**src/rtl/boot_loader_pkg.sv**
```systemverilog
// Shared types and defaults for the IMEM boot loader.
//   bl_state_e : loader/supervisor state encoding
//   bl_flags_t : registered status outputs that depend only on the state
//   flags_of() : status flags for a given state
package boot_loader_pkg;

  localparam logic [7:0]  FILL_WORD_DEF  = 8'h00;  // NOP
  localparam int unsigned RST_HOLD_DEF   = 4;
  localparam int unsigned SETTLE_CYC_DEF = 20;

  typedef enum logic [2:0] {
    S_IDLE    = 3'd0,
    S_CLEAR   = 3'd1,
    S_LOAD    = 3'd2,
    S_HOLD    = 3'd3,
    S_RUN     = 3'd4,
    S_SETTLE  = 3'd5,
    S_DONE    = 3'd6,
    S_TIMEOUT = 3'd7
  } bl_state_e;

  typedef struct packed {
    logic busy;
    logic done;
    logic timed_out;
    logic cpu_run;   // drives cpu_rst_n
    logic ld_ready;
  } bl_flags_t;

  // Flags to register alongside a state change so they track the new state.
  function automatic bl_flags_t flags_of(input bl_state_e s);
    bl_flags_t f;
    f = '0;
    case (s)
      S_CLEAR, S_HOLD: f.busy = 1'b1;
      S_LOAD:          begin f.busy = 1'b1; f.ld_ready = 1'b1; end
      S_RUN, S_SETTLE: begin f.busy = 1'b1; f.cpu_run  = 1'b1; end
      S_DONE:          begin f.done = 1'b1; f.cpu_run  = 1'b1; end
      S_TIMEOUT:       f.timed_out = 1'b1;
      default:         f = '0;
    endcase
    return f;
  endfunction

endpackage

```
**src/rtl/bl_sat_counter.sv**
```systemverilog
// Saturating up-counter with synchronous clear (clear has priority).
//   clk, rst_n : clock, async active-low reset
//   i_clr      : zero the count
//   i_inc      : count up by one, holding at all-ones
//   o_cnt      : current count
module bl_sat_counter #(
  parameter int unsigned W = 16
) (
  input  logic         clk,
  input  logic         rst_n,
  input  logic         i_clr,
  input  logic         i_inc,
  output logic [W-1:0] o_cnt
);

  logic [W-1:0] r_cnt;

  always_ff @(posedge clk or negedge rst_n) begin
    if (!rst_n) begin
      r_cnt <= '0;
    end else if (i_clr) begin
      r_cnt <= '0;
    end else if (i_inc && (r_cnt != {W{1'b1}})) begin
      r_cnt <= r_cnt + W'(1);
    end
  end

  assign o_cnt = r_cnt;

endmodule

```
**src/rtl/imem_boot_loader.sv**
```systemverilog
// Program loader and run supervisor for the 8-bit processor.
// Streams an image into IMEM while holding the core in reset, releases it,
// then watches the fetch PC for a halt address with an optional timeout.
// Optional build macro IMEM_BOOT_CLEAR_EN: fill all of IMEM with FILL_WORD
// before loading; without it start goes straight to LOAD.
// Ports:
//   clk, rst_n                    : clock, async active-low reset
//   start, abort                  : begin sequence / return to IDLE
//   halt_addr, timeout_cyc        : halt PC, run cycle limit (0 = none)
//   ld_valid/ready/addr/data/last : image beat stream
//   mem_we/addr/wdata             : IMEM write port (registered)
//   cpu_rst_n, cpu_pc             : core reset out, core fetch PC in
//   busy, done, timed_out         : status levels
//   run_cycles                    : saturating count of RUN cycles
module imem_boot_loader
  import boot_loader_pkg::*;
#(
  parameter int unsigned ADDR_W     = 8,
  parameter int unsigned DATA_W     = 8,
`ifdef IMEM_BOOT_CLEAR_EN
  parameter logic [DATA_W-1:0] FILL_WORD = DATA_W'(FILL_WORD_DEF),
`endif
  parameter int unsigned RST_HOLD   = RST_HOLD_DEF,
  parameter int unsigned SETTLE_CYC = SETTLE_CYC_DEF,
  parameter int unsigned CNT_W      = 16
) (
  input  logic              clk,
  input  logic              rst_n,
  input  logic              start,
  input  logic              abort,
  input  logic [ADDR_W-1:0] halt_addr,
  input  logic [CNT_W-1:0]  timeout_cyc,
  input  logic              ld_valid,
  output logic              ld_ready,
  input  logic [ADDR_W-1:0] ld_addr,
  input  logic [DATA_W-1:0] ld_data,
  input  logic              ld_last,
  output logic              mem_we,
  output logic [ADDR_W-1:0] mem_addr,
  output logic [DATA_W-1:0] mem_wdata,
  output logic              cpu_rst_n,
  input  logic [ADDR_W-1:0] cpu_pc,
  output logic              busy,
  output logic              done,
  output logic              timed_out,
  output logic [CNT_W-1:0]  run_cycles
);

  bl_state_e         r_state;
  bl_flags_t         r_flags;
  logic              r_mem_we;
  logic [ADDR_W-1:0] r_mem_addr;
  logic [DATA_W-1:0] r_mem_wdata;
`ifdef IMEM_BOOT_CLEAR_EN
  logic [ADDR_W-1:0] r_clr_addr;
`endif

  logic [CNT_W-1:0]  w_seq_cnt;
  logic [CNT_W-1:0]  w_run_cnt;
  logic              w_idle_like;
  logic              w_accept;
  logic              w_halt_hit;
  logic              w_timeout_hit;
  logic              w_hold_end;
  logic              w_settle_end;
  logic              w_seq_clr;
  logic              w_run_clr;
  logic              w_run_inc;

  assign w_idle_like   = (r_state == S_IDLE) || (r_state == S_DONE) || (r_state == S_TIMEOUT);
  assign w_accept      = ld_valid && r_flags.ld_ready;
  assign w_halt_hit    = (cpu_pc == halt_addr);
  assign w_timeout_hit = (timeout_cyc != '0) && (w_run_cnt == timeout_cyc - CNT_W'(1));
  assign w_hold_end    = (w_seq_cnt == CNT_W'(RST_HOLD - 1));
  assign w_settle_end  = (w_seq_cnt == CNT_W'(SETTLE_CYC - 1));

  // Sequencing counter restarts at 0 on every entry to HOLD or SETTLE.
  assign w_seq_clr = !((r_state == S_HOLD) || (r_state == S_SETTLE));
  assign w_run_clr = abort || (w_idle_like && start);
  assign w_run_inc = (r_state == S_RUN);

  bl_sat_counter #(.W(CNT_W)) u_seq_cnt (
    .clk   (clk),
    .rst_n (rst_n),
    .i_clr (w_seq_clr),
    .i_inc (1'b1),
    .o_cnt (w_seq_cnt)
  );

  bl_sat_counter #(.W(CNT_W)) u_run_cnt (
    .clk   (clk),
    .rst_n (rst_n),
    .i_clr (w_run_clr),
    .i_inc (w_run_inc),
    .o_cnt (w_run_cnt)
  );

  // Loader/supervisor FSM; status flags are registered with each state change.
  always_ff @(posedge clk or negedge rst_n) begin
    if (!rst_n) begin
      r_state     <= S_IDLE;
      r_flags     <= '0;
      r_mem_we    <= 1'b0;
      r_mem_addr  <= '0;
      r_mem_wdata <= '0;
`ifdef IMEM_BOOT_CLEAR_EN
      r_clr_addr  <= '0;
`endif
    end else begin
      r_mem_we <= 1'b0;
      if (abort) begin
        r_state <= S_IDLE;
        r_flags <= flags_of(S_IDLE);
      end else begin
        case (r_state)
          S_IDLE, S_DONE, S_TIMEOUT: begin
            if (start) begin
`ifdef IMEM_BOOT_CLEAR_EN
              r_state    <= S_CLEAR;
              r_flags    <= flags_of(S_CLEAR);
              r_clr_addr <= '0;
`else
              r_state <= S_LOAD;
              r_flags <= flags_of(S_LOAD);
`endif
            end
          end
`ifdef IMEM_BOOT_CLEAR_EN
          S_CLEAR: begin
            r_mem_we    <= 1'b1;
            r_mem_addr  <= r_clr_addr;
            r_mem_wdata <= FILL_WORD;
            r_clr_addr  <= r_clr_addr + ADDR_W'(1);
            if (r_clr_addr == {ADDR_W{1'b1}}) begin
              r_state <= S_LOAD;
              r_flags <= flags_of(S_LOAD);
            end
          end
`endif
          S_LOAD: begin
            if (w_accept) begin
              r_mem_we    <= 1'b1;
              r_mem_addr  <= ld_addr;
              r_mem_wdata <= ld_data;
              if (ld_last) begin
                r_state <= S_HOLD;
                r_flags <= flags_of(S_HOLD);
              end
            end
          end
          S_HOLD: begin
            if (w_hold_end) begin
              r_state <= S_RUN;
              r_flags <= flags_of(S_RUN);
            end
          end
          S_RUN: begin
            // Halt has priority over a coincident timeout.
            if (w_halt_hit) begin
              r_state <= S_SETTLE;
              r_flags <= flags_of(S_SETTLE);
            end else if (w_timeout_hit) begin
              r_state <= S_TIMEOUT;
              r_flags <= flags_of(S_TIMEOUT);
            end
          end
          S_SETTLE: begin
            if (w_settle_end) begin
              r_state <= S_DONE;
              r_flags <= flags_of(S_DONE);
            end
          end
          default: begin
            r_state <= S_IDLE;
            r_flags <= flags_of(S_IDLE);
          end
        endcase
      end
    end
  end

  assign ld_ready   = r_flags.ld_ready;
  assign busy       = r_flags.busy;
  assign done       = r_flags.done;
  assign timed_out  = r_flags.timed_out;
  assign cpu_rst_n  = r_flags.cpu_run;
  assign mem_we     = r_mem_we;
  assign mem_addr   = r_mem_addr;
  assign mem_wdata  = r_mem_wdata;
  assign run_cycles = w_run_cnt;

endmodule

```
**config.mk**
```make
export PLATFORM = sky130hd
export DESIGN_NAME = imem_boot_loader
export DESIGN_NICKNAME = d
export VERILOG_FILES = /design/src/rtl/boot_loader_pkg.sv /design/src/rtl/bl_sat_counter.sv /design/src/rtl/imem_boot_loader.sv
export SDC_FILE = /design/constraint.sdc
export NUM_CORES = 1
export LEC_CHECK = 0
export BUFFER_PORTS_ARGS = -buffer_cell sky130_fd_sc_hd__buf_2
export CORE_MARGIN = 8
export CORE_UTILIZATION = 31
export CTS_CLUSTER_SIZE = 25
export DETAILED_ROUTE_END_ITERATION = 16
export PLACE_DENSITY_LB_ADDON = 0.2
export SYNTH_ARGS = -nofsm -noshare
export SYNTH_HDL_FRONTEND = slang
export SYNTH_HIERARCHICAL = 1
export SYNTH_SLANG_ARGS = --single-unit
```
**constraint.sdc**
```tcl
create_clock -name clk -period 3 [get_ports clk]
set_input_delay 0.45 -clock clk [delete_from_list [all_inputs] [get_ports clk]]
set_output_delay 0.45 -clock clk [all_outputs]
set_load 0.01 [all_outputs]
```
==> results of run 1 <==
[layer usage]
metal / routed length [µm] / global-route usage / vias up
li1: - / - / 1740
met1: 5249 / 0.1832 / 1742
met2: 5175 / 0.2254 / 93
met3: 466 / 0.02911 / 11
met4: 149 / 0.05014 / 0
met5: 0 / 0 / -
[final timing paths]
kind / end / slack, ns / depth (start not counted) / start
max: busy / 0.40 / 9 / timeout_cyc[0]
min: u_run_cnt/o_cnt[15] / 0.18 / 1 / rst_n
min in group clk: mem_addr[6] / 0.32 / 3 / ld_addr[6]
min reg2reg: mem_wdata[4] / 0.47 / 2 / mem_wdata[4]
max in group asynchronous: mem_wdata[1] / 2.09 / 2 / rst_n
max reg2reg: busy / 0.50 / 7 / u_run_cnt/o_cnt[7]
[cells by family (layout without fill, tap and decap cells)]
logic type / Yosys count / in the layout / synth area share
fa+ha+maj: 4 / 4 / 0.01344
mux: 13 / 13 / 0.03897
simple gates: 202 / 202 / 0.3178
buf+inv: 27 / 131 / 0.03124
flops: 57 / 57 / 0.3829
other cells: 1 / 4 / 0.001007
xor+xnor: 26 / 26 / 0.06114
compound gates: 81 / 81 / 0.1535
[layout by cell type (no fill, tap or decap), types with 6 or more instances in the layout]
cell type / synthesis / routed
o31ai_1: 15 / 15
nor2_1: 18 / 18
dfrtp_1: 57 / 57
o21ai_1: 6 / 6
buf_2: 0 / 91
clkbuf_16: 0 / 9
nand2_1: 68 / 68
xor2_1: 12 / 12
or3_1: 6 / 6
nand3_1: 11 / 11
or4_1: 11 / 11
inv_1: 12 / 12
nor4_1: 12 / 12
xnor2_1: 14 / 14
nand4_1: 16 / 16
nor3_1: 7 / 7
nor2b_1: 11 / 11
buf_4: 0 / 11
mux2_1: 8 / 8
a21oi_1: 27 / 27
[registers in the layout (all words and copies together), names as in the netlist]
register,flops
ld_ready,1
r_state,3
mem_addr,8
busy,1
mem_wdata,8
timed_out,1
cpu_rst_n,1
u_seq_cnt/o_cnt,16
mem_we,1
u_run_cnt/o_cnt,16
done,1
[worst max-delay path, stage by stage]
cell and delay (ns):
buf_2 0.14, inv_1 0.09, ha_1 0.20, or3b_2 0.47, a221o_1 0.34, a2111oi_2 0.27, nand4_2 0.23, nand2_1 0.24
mux2_2 0.36
[per-stage QoR]
step / area (µm²) / total power, µW / utilization / std cells / hold slack, ns
after floorplan: 3736 / 1437 / - / 414 / 0.1544
after global placement: 4390 / 1729 / 0.3701 / 649 / 0.4548
after detailed placement: 4390 / 1739 / 0.3701 / 649 / 0.4578
after CTS: 4681 / 2758 / 0.3946 / 665 / 0.1904
after global routing: 4681 / 2896 / 0.3946 / 665 / 0.2272
final: 4681 / 2712 / 0.3946 / 665 / 0.1810
[cell type report]
class / count / share of cell area
clock inverter: 3 / 0.008554
tap: 147 / 0.03929
sequential: 57 / 0.3047
multi-input combinational: 330 / 0.4686
timing repair buffer: 102 / 0.1149
inverter: 13 / 0.01043
clock buffer: 13 / 0.05346
[power groups by stage]
stage          clock (µW)  sequential, µW  combinational [µW]
6_report              995            1010                 710
3_3_place_gp            0            1020                 710
3_5_place_dp            0            1020                 722
2_1_floorplan           0            1050                 385
5_1_grt              1060            1030                 802
4_1_cts              1030            1010                 721
[Yosys cell counts, types with 2 or more instances]
cell type  count  share of area
a21o_1         2         0.0040
a32oi_1        2         0.0047
nand2_1       68          0.069
and3_1         4         0.0067
a211oi_2       2         0.0067
nor2_1        18          0.018
o21ai_1        6         0.0081
a211oi_1       2         0.0040
or4_2          4         0.0094
o31ai_1       15          0.030
a21oi_1       27          0.036
o21ai_0        4         0.0054
dfrtp_1       57           0.38
mux2_1         8          0.024
a2111oi_2      2         0.0081
nand3_1       11          0.015
xor2_1        12          0.028
nor4b_1        2         0.0047
o211ai_2       2         0.0067
or3_1          6          0.010
nor3_1         7         0.0094
xnor2_1       14          0.033
o311ai_0       2         0.0047
nor4_1        12          0.020
ha_1           4          0.013
inv_1         12          0.012
nand4_2        3          0.010
or4_1         11          0.022
o211ai_1       2         0.0040
and4_2         4          0.011
mux2_2         4          0.012
clkbuf_1      12          0.012
nor4_4         3          0.017
nor2b_1       11          0.018
o32a_1         2         0.0054
buf_6          2         0.0060
or3_2          2         0.0040
nand4_1       16          0.027
nand2b_1       4         0.0067
and4b_1        2         0.0054
nand3b_1       3         0.0060
and4_1         3         0.0071
a211o_1        2         0.0047
==> run_results.csv, run 1 <==
group,metric,value,unit
setup_path,critical_path_arrival,2.80,ns
yosys,synth.avg_cell_area,9.063,µm²
setup_path,setup.worst_path.end_class,"flip-flop",
global_route,antenna_found_initial,0,
clock_tree,cts_resized,0,
clock_tree,worstSkewPairLatency,0.32,ns
detailed_routing,drt-initial-drc-count,208,
global_route,grt_pass1_wl,18.43,mm
pwr,power_frac_clock,0.367,
sta,setup_ws,0.3961,ns
finish,multiInputGateArea,2193,µm²
detailed_routing,drt-wirelength-per-cell,16.60,µm
yosys,synth_cells,411,
sta,post-route-min-period,2.604,ns
detailed_routing,first_pass_iters,5,
clock_tree,htree_levels,3,
yosys,synthArstFlopShare,1.000,
yosys,synth-main-ff-cell,"dfrtp_1",
place,gp_congestion,0.8437,
place,hpwl,8.221,mm
sta,tns,0,ns
floorplan,num_io_pins,92,
place,port_buffers,91,
clock_tree,postCtsSetupBuffers,0,
detailed_routing,vias,3586,
finish,fill_cells,1199,
yosys,ys_types,63,
clock_tree,cts-root-buf,"clkbuf_16",
floorplan,fp-row-count,40,
sta,finalCritPeriodShare,0.8680,
setup_path,critPathLaunchType,"primary input",
sta,relSlewSlack,0.5251,
sta,hold_viol_final,0,
clock_tree,ctsHoldBuffers,0,
yosys,synth_area,3725,µm²
status,status,"completed",
yosys,synth_edf_count,0,
floorplan,dieArea,15780,µm²
pwr,irDropWorstVdd,0.2633,mV
min_path,hold_class,"in -> async",
setup_path,cp_max_fo,6,
pwr,p_int,1852,µW
finish,drive_gt1_frac,0.2819,
finish,n_antenna_cell,0,
clock_tree,cts.sinks,57,
pwr,cellPowerDensity,579.5,nW/µm²
global_route,grt_max_degree,29,
yosys,ys_warn_count,6,
place,pre_cts_ws,0.06563,ns
floorplan,die_w,125.6,µm
detailed_routing,vias_per_cell,5.392,
finish,nets,571,
yosys,ys_seq_area_frac,0.3829,
detailed_routing,routed_wl,11.04,mm
clock_tree,cts_buffers,9,
global_route,grt-ovfl-total,0,
floorplan,coreArea,11860,µm²
sta,clock.fmax,0.3840,GHz
global_route,track_usage,0.1405,
yosys,ys_ff_latch,57,
finish,area_growth,25.66,%
sta,drv_slew,0,
detailed_routing,drc_errors,0,
floorplan,initial_core_util,0.3140,
pwr,swShare,0.3172,
floorplan,die_h,125.6,µm
pwr,p_comb_frac,0.262,
clock_tree,clockBufferDepth,2,
setup_path,worst_ep_required_time,3.20,ns
setup_path,worstSetupPathType,"in -> reg",
global_route,grt_pass1_vias,3632,
clock_tree,clk_pin_slew_worst_paths,0.05,ns
clock_tree,cts_tree,"yes",
sta,rsz0062_at_grt,"false",
job,drv_cap,0,
pwr,switching_power,860.2,µW
sta,finalSetupViolCount,0,
pwr,seqPwrFrac,0.372,
pwr,power_leakage,0.002127,µW
finish,area.sequential,1426,µm²
sta,worst_pin_slew,0.7106,ns
sta,finClkSkew,0.006415,ns
detailed_routing,ant_nets,0,
Power figures use the tool's default switching activity.
==> run 2: changes to the inputs <==
Settings changed: ABC_AREA set to 1.
==> run 2 against run 1 <==
  * Power up 0.80%
  * Critical endpoint is now u_run_cnt/o_cnt[11]
  * Largest cell class unchanged
  * Via count up 18%
  * Combinational power up 2%
  * Largest power group is now clock
  * Cell area up 11%
==> run_results.csv, run 2 <==
group,metric,value,unit
yosys,yosysMostFrequentCell,"nand2_1",
yosys,synthArstFlopShare,1.000,
floorplan,die_w,132.9,µm
floorplan,initial_core_util,0.3187,
sta,rsz0062_at_grt,"false",
yosys,ys_warn_count,6,
setup_path,worst_path_max_delay_cell,"dfrtp_1",
detailed_routing,vias_per_cell,4.628,
yosys,synth_top_cell_by_area,"dfrtp_1",
clock_tree,postCtsSetupBuffers,0,
global_route,grt-ovfl-total,0,
finish,fill_cells,1430,
setup_path,worst_ep_required_time,3.22,ns
setup_path,cp_cell_sequence,"inv_1 > nand2_2 > nand3_1 > o21ai_0 > inv_1 > nand2_4 > inv_4 > nand2_1 > nand2_1",
finish,nets,792,
clock_tree,cts-root-buf,"clkbuf_16",
sta,finalCritPeriodShare,0.6706,
yosys,synth-main-ff-cell,"dfrtp_1",
sta,hold_slack,0.02109,ns
pwr,power_frac_clock,0.381,
yosys,synth.area.top_cells,"dfrtp_1 34%, nand2_1 23%, nand3_1 6.5%",
clock_tree,worstSkewPairLatency,0.34,ns
place,gp_congestion,0.8525,
detailed_routing,drc_errors,0,
clock_tree,clk_pin_slew_worst_paths,0.05,ns
yosys,synth.avg_cell_area,6.661,µm²
setup_path,reg2reg_depth,9,
setup_path,worst_r2r_endpoint,"u_run_cnt/o_cnt[11]",
clock_tree,cts_tree,"yes",
floorplan,dieArea,17660,µm²
sta,worst_pin_slew,0.5857,ns
pwr,p_int,1797,µW
clock_tree,ctsHoldBuffers,0,
finish,drive_gt1_frac,0.2233,
status,status,"completed",
detailed_routing,routed_wl,11.75,mm
global_route,track_usage,0.1364,
min_path,hold_class,"in -> async",
detailed_routing,drt-initial-drc-count,323,
yosys,ys_top_cells_by_count,"255 x nand2_1, 63 x nor2_1, 61 x inv_1",
clock_tree,htree_levels,3,
clock_tree,cts_buffers,9,
setup_path,slowest_delay,0.41,ns
detailed_routing,vias,4235,
pwr,irDropWorstVdd,0.3749,mV
pwr,switching_power,937.5,µW
floorplan,die_h,132.9,µm
sta,clock.fmax,0.4970,GHz
clock_tree,cts_resized,0,
detailed_routing,first_pass_iters,4,
pwr,swShare,0.3429,
setup_path,cp_max_fo,14,
setup_path,path_buf_inv,3,
job,drv_cap,0,
floorplan,fp-row-count,42,
finish,most-common-layout-cells,"255 x nand2_1, 91 x buf_2, 63 x nor2_1",
finish,n_antenna_cell,0,
yosys,synth_area,4237,µm²
floorplan,num_io_pins,92,
setup_path,reg2reg_slack,0.99,ns
sta,relSlewSlack,0.6095,
yosys,ys_seq_area_frac,0.3367,
sta,drv_slew,0,
yosys,ys_types,35,
setup_path,worstSetupPathType,"reg -> reg",
clock_tree,clockBufferDepth,2,
setup_path,critical_path_arrival,2.23,ns
sta,hold_viol_final,0,
setup_path,critPathLaunchType,"flip-flop",
setup_path,critPathTopFamily,"simple AND/OR/NAND/NOR gates",
sta,post-route-min-period,2.012,ns
pwr,cellPowerDensity,527.9,nW/µm²
global_route,grt_pass1_vias,4250,
yosys,yosysTopAreaCellShare,0.3367,
sta,tns,0,ns
setup_path,setup.worst_path.end_class,"flip-flop",
pwr,power_leakage,0.002751,µW
place,hpwl,9.040,mm
global_route,antenna_found_initial,0,
pwr,p_comb_frac,0.264,
finish,area_growth,22.24,%
yosys,synth_cells,636,
detailed_routing,drt-wirelength-per-cell,12.84,µm
detailed_routing,ant_nets,0,
sta,finalSetupViolCount,0,
floorplan,coreArea,13300,µm²
place,port_buffers,91,
yosys,synth_edf_count,0,
finish,final_common_cell,"nand2_1",
clock_tree,cts.sinks,57,
pwr,seqPwrFrac,0.355,
global_route,grt_pass1_wl,20.00,mm
sta,finClkSkew,0.007172,ns
setup_path,r2r_start,"r_state[1]",
yosys,ys_ff_latch,57,
global_route,grt_max_degree,45,
[run 2: cell count changes after synthesis, moves of 11 or more]
cell / before / now
nand2_1: 68 / 255
inv_1: 12 / 61
nor2_1: 18 / 63
nand3_1: 11 / 55
a21oi_1: 27 / 5
o31ai_1: 15 / 0
nor4_1: 12 / 0
clkbuf_1: 12 / 1
nor2b_1: 11 / 0
or4_1: 11 / 0
[run 2: worst max-delay path by stage]
stage / from / end / slack (ns) / depth (start not counted)
after global placement: timeout_cyc[0] / ld_ready / 0.93 / 16
final: r_state[1] / u_run_cnt/o_cnt[11] / 0.99 / 9
after global routing: r_state[1] / u_run_cnt/o_cnt[11] / 0.76 / 9
after CTS: r_state[1] / u_run_cnt/o_cnt[15] / 0.97 / 9
after detailed placement: timeout_cyc[0] / r_state[0] / 0.88 / 14
after floorplan: timeout_cyc[0] / r_state[0] / 1.22 / 13
[run 2: logic make-up (layout without fill, tap and decap cells)]
group                    Yosys count  count (layout)  synth area share
XOR/XNOR                          28              28           0.05789
other                              1               2         0.0008852
AO/OA/AOI/OAI                     28              28           0.04578
buffers and inverters             82             184           0.08269
AND/OR/NAND/NOR                  436             436            0.4643
flip-flops                        57              57            0.3367
adder cells (fa/ha/maj)            4               4           0.01181
[run 2: cell type report]
| type | instances | area [µm²] | share of cell area |
|---|---|---|---|
| inverter | 73 | 279.0 | 0.05388 |
| timing repair buffer | 95 | 485.5 | 0.09374 |
| sequential | 57 | 1426 | 0.2754 |
| tap | 176 | 220.2 | 0.04252 |
| clock buffer | 9 | 225.2 | 0.04349 |
| clock inverter | 7 | 78.83 | 0.01522 |
| multi-input combinational | 498 | 2464 | 0.4757 |
[run 2: per-stage QoR]
stage               cells  power [µW]  setup slack [ns]  cell area (µm²)    util
finish                915        2734            0.9881             5179  0.3895
global route          915        2909            0.7581             5179  0.3895
CTS                   915        2783            0.9661             5179  0.3895
detailed placement    899        1715            0.8820             4875  0.3666
global placement      899        1702            0.9257             4875  0.3666
floorplan             637        1445             1.224             4240       -
[run 2: worst register-to-register path, delay by kind of cell, from the launching register on]
family                 cells  cell delay (ns)
and+or+nand+nor            5             0.56
AOI/OAI and AO/OA          1             0.36
DFF                        1             0.41
buffers and inverters      3             0.55
[run 2: power groups by stage]
stage               registers (µW)  clock network, µW  logic [µW]
finish                         970               1040         722
global route                   985               1110         818
CTS                            970               1070         739
detailed placement             976                  0         739
global placement               979                  0         724
floorplan                     1020                  0         428
[run 2: metal layers]
layer	wire, µm	GRT usage	up-vias
li1	-	-	2172
met1	5503	0.1709	1940
met2	5260	0.2130	113
met3	814	0.04769	10
met4	172	0.04543	0
met5	0	0	-
==> run 3: changes to the inputs <==
Clock period 3 ns to 1.8 ns, I/O delays scaled along.
==> run 3 against run 2 <==
  * Sequential power up 65%
  * Sequential share of layout area down 1.8 points
  * Critical path depth up 4
  * Utilization up 2.9 points
  * Largest power group unchanged
  * Clock skew down 0.0030 ns
  * Cell area up 7.4%
  * Largest cell class unchanged
  * Power up 76%
  * Fmax up 19%
  * Register-to-register slack worse by 0.88 ns
  * Sequential cell count unchanged
==> run_results.csv, run 3 (synthesis results as in run 2) <==
group,metric,value,unit
status,status,"completed",
detailed_routing,vias_per_cell,4.571,
sta,drv_slew,0,
sta,finalCritPeriodShare,0.9420,
clock_tree,cts_tree,"yes",
detailed_routing,ant_nets,0,
global_route,met3_usage,0.03520,
place,pre_cts_ws,-0.1477,ns
clock_tree,worstSkewPairLatency,0.33,ns
clock_tree,cts.sinks,57,
sta,hold_slack,0.1307,ns
detailed_routing,routed_wl,12.09,mm
global_route,grt-ovfl-total,0,
floorplan,die_w,132.9,µm
floorplan,dieArea,17660,µm²
finish,nets,831,
place,port_buffers,91,
floorplan,initial_core_util,0.3187,
place,hpwl,9.511,mm
sta,hold_viol_final,0,
place,gp_congestion,0.8627,
sta,tns,0,ns
detailed_routing,drc_errors,0,
finish,area_growth,31.25,%
global_route,use_met1,0.1718,
floorplan,num_io_pins,92,
finish,fill_cells,1408,
clock_tree,cts_buffers,9,
finish,most-common-layout-cells,"251 x nand2_1, 91 x buf_2, 59 x nor2_1",
min_path,hold_class,"in -> reg",
setup_path,worstSetupPathType,"reg -> reg",
setup_path,worst_ep_required_time,2.07,ns
setup_path,critical_path_arrival,1.96,ns
detailed_routing,drt-wirelength-per-cell,12.69,µm
sta,clock.fmax,0.5898,GHz
clock_tree,clk_pin_slew_worst_paths,0.05,ns
floorplan,coreArea,13300,µm²
global_route,top_usage_layer,"met2",
clock_tree,clockBufferDepth,2,
finish,n_antenna_cell,0,
sta,post-route-min-period,1.696,ns
setup_path,setup.worst_path.end_class,"flip-flop",
floorplan,fp-row-count,42,
global_route,grtUsageMet2,0.2226,
global_route,grt_max_degree,58,
global_route,grt_pass1_vias,4394,
global_route,grt_pass1_wl,20.51,mm
detailed_routing,vias,4356,
sta,finClkSkew,0.004210,ns
setup_path,cp_max_fo,7,
clock_tree,htree_levels,3,
detailed_routing,first_pass_iters,4,
global_route,antenna_found_initial,0,
job,drv_cap,0,
sta,finalSetupViolCount,0,
finish,final_common_cell,"nand2_1",
pwr,irDropWorstVdd,0.6548,mV
sta,rsz0062_at_grt,"true",
sta,setup_ws,0.1045,ns
finish,drive_gt1_frac,0.2819,
global_route,track_usage,0.1386,
detailed_routing,drt-initial-drc-count,209,
floorplan,die_h,132.9,µm
setup_path,critPathLaunchType,"flip-flop",
pwr,cellPowerDensity,863.3,nW/µm²
pwr,power_leakage,0.002964,µW
clock_tree,cts-root-buf,"clkbuf_16",
[run 3: cell types whose count changed in the layout (fill, tap and decap cells not counted), moves of 2 or more]
cell	previous run	this run
nand2_1	255	251
inv_6	2	0
nand2_2	8	12
inv_1	61	58
nor2_1	63	59
buf_4	4	39
dfrtp_2	0	3
inv_2	9	11
nor2_4	8	10
buf_6	0	2
dfrtp_1	57	54
nor2_2	9	11
[run 3: area by class of cell]
| cell class | instances | area [µm²] | share of cell area |
|---|---|---|---|
| Clock inverter | 5 | 80.08 | 0.01440 |
| Timing Repair Buffer | 134 | 800.8 | 0.1440 |
| Sequential cell | 57 | 1430 | 0.2572 |
| Tap cell | 176 | 220.2 | 0.03960 |
| Clock buffer | 10 | 239.0 | 0.04298 |
| Multi-Input combinational cell | 498 | 2507 | 0.4509 |
| Inverter | 73 | 282.8 | 0.05086 |
[run 3: power by group]
group | internal [µW] | switching, µW | total [µW]
logic | 536 | 826 | 1360
registers | 1480 | 124 | 1600
clock network | 1240 | 601 | 1840
[run 3: stage by stage]
stage / util / instances / area (µm²) / total power, µW
floorplan: - / 637 / 4240 / 2409
global placement: 0.3874 / 934 / 5150 / 2927
detailed placement: 0.3874 / 934 / 5150 / 2953
CTS: 0.4125 / 950 / 5484 / 4829
global route: 0.4182 / 953 / 5560 / 5095
finish: 0.4182 / 953 / 5560 / 4800
[run 3: metal layers]
layer	vias to the layer above	part of all wire	routed length, µm
met5	-	0	0
met4	0	0.020	244
met3	19	0.062	746
met2	113	0.45	5418
met1	1967	0.47	5684
li1	2257	-	-
[run 3: what timing repair did]
| item | 4_1_cts | 5_1_grt |
|---|---|---|
| gates resized for setup | 2 | 20 |
| setup buffers | 0 | 3 |
| endpoints found under the hold margin | 57 | 0 |
| hold buffers | 1 | 0 |
| endpoints found under the setup margin | 26 | 24 |
| pin swaps | 0 | 13 |
| gates cloned | 0 | 0 |
[run 3: path summary, 6_finish.rpt]
kind / endpoint / slack [ns] / depth (start not counted) / startpoint
min in group asynchronous: u_seq_cnt/o_cnt[7] / 0.47 / 3 / rst_n
max reg2reg: busy / 0.10 / 13 / u_run_cnt/o_cnt[3]
min: mem_addr[7] / 0.13 / 3 / ld_addr[7]
max in group asynchronous: u_run_cnt/o_cnt[5] / 1.05 / 3 / rst_n
max: busy / 0.10 / 13 / u_run_cnt/o_cnt[3]
min reg2reg: mem_addr[1] / 0.48 / 2 / mem_addr[1]
[run 3: critical path: stages (launching register included)]
cell	delay [ns]
dfrtp_2	0.45
inv_2	0.06
nand2_1	0.05
nand2_2	0.08
inv_1	0.05
nand2_1	0.05
nand2_1	0.05
nor2_1	0.10
nand2_1	0.07
nor2_2	0.15
nand3_2	0.13
o21bai_4	0.23
nand2_1	0.08
nand2_1	0.07
